<file path="src/rtl/pwm_multi_ch.sv">
`default_nettype none
// ============================================================================
// Module   : pwm_multi_ch
// Brief    : Multi-channel PWM with a prescaled counter, a burst-loaded shadow
//            duty bank committed at period boundaries, and edge/center modes.
// Revision : 1.0  initial release
// ============================================================================
module pwm_multi_ch #(
    parameter int CH     = 8,
    parameter int DWIDTH = 8,
    parameter int PSC_W  = 8
) (
    input  logic              clk,
    input  logic              rst_n,
    input  logic              start,
    input  logic [DWIDTH-1:0] data,
    input  logic [PSC_W-1:0]  prescale,
    input  logic              center_mode,
    input  logic [CH-1:0]     invert,
    output logic [CH-1:0]     out,
    output logic              loading,
    output logic              period_end
);

    localparam int                c_idx_w    = (CH > 1) ? $clog2(CH) : 1;
    localparam logic [c_idx_w-1:0] c_idx_one  = c_idx_w'(1);
    localparam logic [c_idx_w-1:0] c_idx_last = c_idx_w'(CH - 1);
    localparam logic [DWIDTH-1:0] c_cnt_one  = DWIDTH'(1);
    localparam logic [DWIDTH-1:0] c_cnt_top  = {DWIDTH{1'b1}} - c_cnt_one;
    localparam logic [PSC_W-1:0]  c_psc_one  = PSC_W'(1);

    localparam logic [0:0] c_st_idle = 1'b0;
    localparam logic [0:0] c_st_load = 1'b1;

    logic [0:0]         r_state;
    logic [0:0]         w_state_nxt;
    logic [c_idx_w-1:0] r_idx;
    logic [c_idx_w-1:0] w_idx_nxt;
    logic               w_cap_en;
    logic [c_idx_w-1:0] w_cap_idx;
    logic               w_burst_start;
    logic               w_burst_done;

    logic [DWIDTH-1:0]  r_shadow [CH];
    logic [DWIDTH-1:0]  r_active [CH];
    logic               r_pending;

    logic [PSC_W-1:0]   r_psc_cnt;
    logic [DWIDTH-1:0]  r_cnt;
    logic               r_dir;
    logic               r_mode;
    logic               w_tick;
    logic               w_at_top;
    logic               w_boundary;
    logic               w_commit;

    logic [CH-1:0]      w_hit;
    logic [CH-1:0]      r_out;
    logic               r_period_end;

    // Loader state register
    always_ff @(posedge clk or negedge rst_n) begin
        if (!rst_n) begin
            r_state <= c_st_idle;
            r_idx   <= '0;
        end else begin
            r_state <= w_state_nxt;
            r_idx   <= w_idx_nxt;
        end
    end

    always_comb begin
        w_state_nxt   = r_state;
        w_idx_nxt     = r_idx;
        w_cap_en      = 1'b0;
        w_cap_idx     = '0;
        w_burst_start = 1'b0;
        w_burst_done  = 1'b0;
        case (r_state)
            c_st_idle: begin
                if (start) begin
                    w_cap_en      = 1'b1;
                    w_burst_start = 1'b1;
                    if (CH == 1) begin
                        w_burst_done = 1'b1;
                    end else begin
                        w_idx_nxt   = c_idx_one;
                        w_state_nxt = c_st_load;
                    end
                end
            end
            c_st_load: begin
                w_cap_en  = 1'b1;
                w_cap_idx = r_idx;
                w_idx_nxt = r_idx + c_idx_one;
                if (r_idx == c_idx_last) begin
                    w_burst_done = 1'b1;
                    w_idx_nxt    = '0;
                    w_state_nxt  = c_st_idle;
                end
            end
            default: begin
                w_state_nxt = c_st_idle;
                w_idx_nxt   = '0;
            end
        endcase
    end

    assign w_tick     = (r_psc_cnt == prescale);
    assign w_at_top   = (r_cnt == c_cnt_top);
    assign w_boundary = w_tick & (r_mode ? (r_dir & (r_cnt == '0)) : w_at_top);
    assign w_commit   = w_boundary & r_pending;

    // A fresh burst withdraws any uncommitted set so only complete sets commit
    always_ff @(posedge clk or negedge rst_n) begin
        if (!rst_n) begin
            for (int i = 0; i < CH; i++) begin
                r_shadow[i] <= '0;
                r_active[i] <= '0;
            end
            r_pending <= 1'b0;
        end else begin
            for (int i = 0; i < CH; i++) begin
                if (w_cap_en && (w_cap_idx == c_idx_w'(i))) begin
                    r_shadow[i] <= data;
                end
                if (w_commit) begin
                    r_active[i] <= r_shadow[i];
                end
            end
            if (w_burst_done) begin
                r_pending <= 1'b1;
            end else if (w_burst_start || w_commit) begin
                r_pending <= 1'b0;
            end
        end
    end

    // Center mode holds the top value for one extra tick before counting down
    always_ff @(posedge clk or negedge rst_n) begin
        if (!rst_n) begin
            r_psc_cnt <= '0;
            r_cnt     <= '0;
            r_dir     <= 1'b0;
            r_mode    <= 1'b0;
        end else begin
            r_psc_cnt <= w_tick ? '0 : (r_psc_cnt + c_psc_one);
            if (w_boundary) begin
                r_cnt  <= '0;
                r_dir  <= 1'b0;
                r_mode <= center_mode;
            end else if (w_tick) begin
                if (!r_mode) begin
                    r_cnt <= r_cnt + c_cnt_one;
                end else if (!r_dir) begin
                    if (w_at_top) begin
                        r_dir <= 1'b1;
                    end else begin
                        r_cnt <= r_cnt + c_cnt_one;
                    end
                end else begin
                    r_cnt <= r_cnt - c_cnt_one;
                end
            end
        end
    end

    for (genvar g = 0; g < CH; g++) begin : g_ch
        assign w_hit[g] = (r_cnt < r_active[g]) ^ invert[g];
    end

    always_ff @(posedge clk or negedge rst_n) begin
        if (!rst_n) begin
            r_out        <= '0;
            r_period_end <= 1'b0;
        end else begin
            r_out        <= w_hit;
            r_period_end <= w_boundary;
        end
    end

    assign out        = r_out;
    assign period_end = r_period_end;
    assign loading    = (r_state == c_st_load);

endmodule
`default_nettype wire

</file>
<file path="config.mk">
export PLATFORM = sky130hd
export DESIGN_NAME = pwm_multi_ch
export DESIGN_NICKNAME = d
export VERILOG_FILES = /design/src/rtl/pwm_multi_ch.sv
export SDC_FILE = /design/constraint.sdc
export NUM_CORES = 1
export LEC_CHECK = 0
export CAP_MARGIN = 25
export CELL_PAD_IN_SITES_DETAIL_PLACEMENT = 0
export CELL_PAD_IN_SITES_GLOBAL_PLACEMENT = 1
export CORE_MARGIN = 8
export CORE_UTILIZATION = 32
export DETAILED_ROUTE_END_ITERATION = 10
export PLACE_DENSITY = 0.66
export SLEW_MARGIN = 20
export SYNTH_ARGS = -nofsm -noshare
export SYNTH_HDL_FRONTEND = slang
export SYNTH_SLANG_ARGS = --single-unit
</file>
<file path="constraint.sdc">
create_clock -name clk -period 6.9 [get_ports clk]
set_input_delay 1.38 -clock clk [delete_from_list [all_inputs] [get_ports clk]]
set_output_delay 1.38 -clock clk [all_outputs]
set_load 0.02 [all_outputs]
</file>
==> metrics.cfg <==
[synthesis]
synth_area_per_cell_um2 = 12.6
synth_area_um2 = 8260
synth_edf_count = 0
synth_fp_nets = 745
ys_warn_count = 0
synth_seq_cells = 160
netlist_instances = 655
yosysSeqAreaShare = 0.485
async_flop_share = 1.00
synthFlopType = dfrtp_1
yosysUniqueCellTypes = 46

[cts]
ctsResizeCount = 0
ctsHoldBuffers = 0
cts_setup_buffers = 0
cts_max_level = 4
cts_buffer_depth = 2
cts_tree = yes
clkSinkCount = 160
cts-root-buf = clkbuf_16
cts_buffers = 17
clk_pin_slew_worst_paths_ps = 70
insertion_delay_ps = 430

[placed_design]
dp_hpwl_um = 11100
place_congestion = 0.734
portBuffers = 37
placedCellCount = 1014

[flow_run]
cap_violations = 0

[timing]
finalSetupViolCount = 0
fmax_mhz = 242
rsz0062_at_grt = no
hold_viol = 0
max_slew_margin = 0.399
tns_ps = 0
period_minus_slack_ps = 4130
fin_crit_sh = 0.598
fin_skew_ps = 17.0
worst_pin_slew_ps = 901
report.final.slew_viol_count = 0

[die]
num_rows = 59
die-width_um = 177
core_area_um2 = 25700
die_y_um = 177
start_util = 0.322
dieArea_um2 = 31200
ios = 38

[grt]
grt_overflow = 0
track_usage = 0.116
grt_antenna_before_repair = 1
grt_pass1_vias = 4996
grt_max_degree = 102
grt_pass1_wl_um = 27700

[setup_path]
end_kind = flop
r2r_slack_ps = 3340
r2r_start = r_cnt[2]
worstSetupStartpointType = input port
cp.arrival_ps = 4440
r2r_cells = 6
crit_fanout = 38
r2r-end = r_active[9]
critical_path_class = input port to flop
cp.required_ps = 7210

[final_layout]
stdcell_count = 1047
area.growth.synth_to_final_pct = 16.6
fillers = 2540
diodes = 0
fin_nets = 789
drive_gt1_frac = 0.244

[power]
power_density_nw_per_um2 = 315
leakage_nw = 4.32
irDropWorstVdd_mv = 0.155

[run_status]
status = finished, final reports clean

[hold_path]
hold_end = r_active[44]
hold_class = flop to flop
hold_start = r_shadow[44]
hold_depth = 1

[route]
vias = 4996
drtPass1Iterations = 6
antenna_left = 0
wire_per_inst_um = 16.3
wl_um = 17100
via_per_inst = 4.77
drtIter0Drc = 292
drc_errors = 0

## critical path: stages
cell	delay (ps)
clkdlybuf4s50_1	470
xnor2_1	120
nand4_1	170
nor2_1	690
nand3_4	630
buf_4	560
mux2_4	380
## power by group
part | switching, mW | internal, mW
clock network | 0.393 | 0.636
logic | 0.263 | 0.371
registers | 0.193 | 1.18
total | 0.849 | 2.19
## state kept, by name, indices dropped and copies added (netlist names)
name / count
loading: 1
out: 8
period_end: 1
r_active: 64
r_cnt: 8
r_dir: 1
r_idx: 3
r_mode: 1
r_pending: 1
r_psc_cnt: 8
r_shadow: 64
## cell usage in the layout (no fill, tap or decap), drive strengths merged, types with 3 or more instances in the layout
cell	Yosys	final
o211a	8	8
nand2b	12	12
nand2	6	6
a21o	17	17
inv	64	65
mux2	129	129
o21ai	17	17
and2	3	3
o22ai	6	6
o31ai	9	9
ha	62	62
bufinv	0	4
nand4b	3	3
xor2	5	5
nor3	13	13
nor4	8	8
nand4	5	5
a21oi	19	19
dfrtp	160	160
clkbuf	8	20
xnor2	10	10
nand3	20	20
nor2b	17	17
o2bb2ai	3	3
clkdlybuf4s50	0	36
a211oi	9	9
clkinv	0	5
buf	9	6
nor2	14	14
## cell usage after synthesis (9+ instances only)
| cell | n | share of area |
|---|---|---|
| nand3_1 | 19 | 0.012 |
| nand2b_1 | 12 | 0.0091 |
| xnor2_1 | 10 | 0.011 |
| nor2b_1 | 17 | 0.013 |
| mux2_2 | 69 | 0.094 |
| mux2_4 | 60 | 0.11 |
| a211oi_1 | 9 | 0.0082 |
| o31ai_1 | 9 | 0.0082 |
| a21oi_1 | 19 | 0.012 |
| o21ai_0 | 17 | 0.010 |
| inv_1 | 64 | 0.029 |
| nor2_1 | 14 | 0.0064 |
| dfrtp_1 | 160 | 0.48 |
| ha_1 | 62 | 0.094 |
| a21o_1 | 17 | 0.015 |
| nor3_1 | 12 | 0.0073 |
## routing by layer
metal	track usage	up-vias	wire (um)
met5	0	-	0
met4	0.0410	0	263
met3	0.0245	19	443
met2	0.179	57	7710
met1	0.157	2484	8640
li1	-	2436	-
## layout make-up
cell class | instances | area, um2 | share of cell area
sequential | 160 | 4000 | 0.416
inverter | 64 | 240 | 0.0249
multi-input combinational | 414 | 3900 | 0.404
tap | 335 | 419 | 0.0435
clock buffer | 20 | 467 | 0.0484
clock inverter | 12 | 180 | 0.0187
timing repair buffer | 42 | 429 | 0.0445
## metrics by stage
stage	area (um2)	total power, mW	hold slack, ps	util	setup slack (ps)
floorplan	8260	1.83	475	-	4260
global placement	8960	2.01	481	0.349	2350
detailed placement	8960	2.03	487	0.349	2320
CTS	9610	3.07	496	0.374	2780
global route	9640	3.21	510	0.375	2610
finish	9640	3.03	494	0.375	2770
## worst max-delay path by stage
stage,startpoint,depth (start not counted),slack [ps],endpoint
finish,prescale[6],7,2770,r_active[9]
global route,prescale[6],7,2610,r_active[9]
CTS,prescale[6],7,2780,r_active[9]
detailed placement,prescale[6],7,2320,r_active[10]
global placement,prescale[5],7,2350,r_active[21]
floorplan,prescale[1],6,4260,r_active[10]
## cell families after synthesis
| family | Yosys count | share of synthesized area |
|---|---|---|
| flops | 160 | 0.485 |
| mux | 129 | 0.203 |
| simple gates | 111 | 0.0788 |
| compound gates | 97 | 0.0800 |
| buf+inv | 81 | 0.0438 |
| fa+ha+maj | 62 | 0.0939 |
| xor+xnor | 15 | 0.0159 |
(Power assumes the default switching activity.)
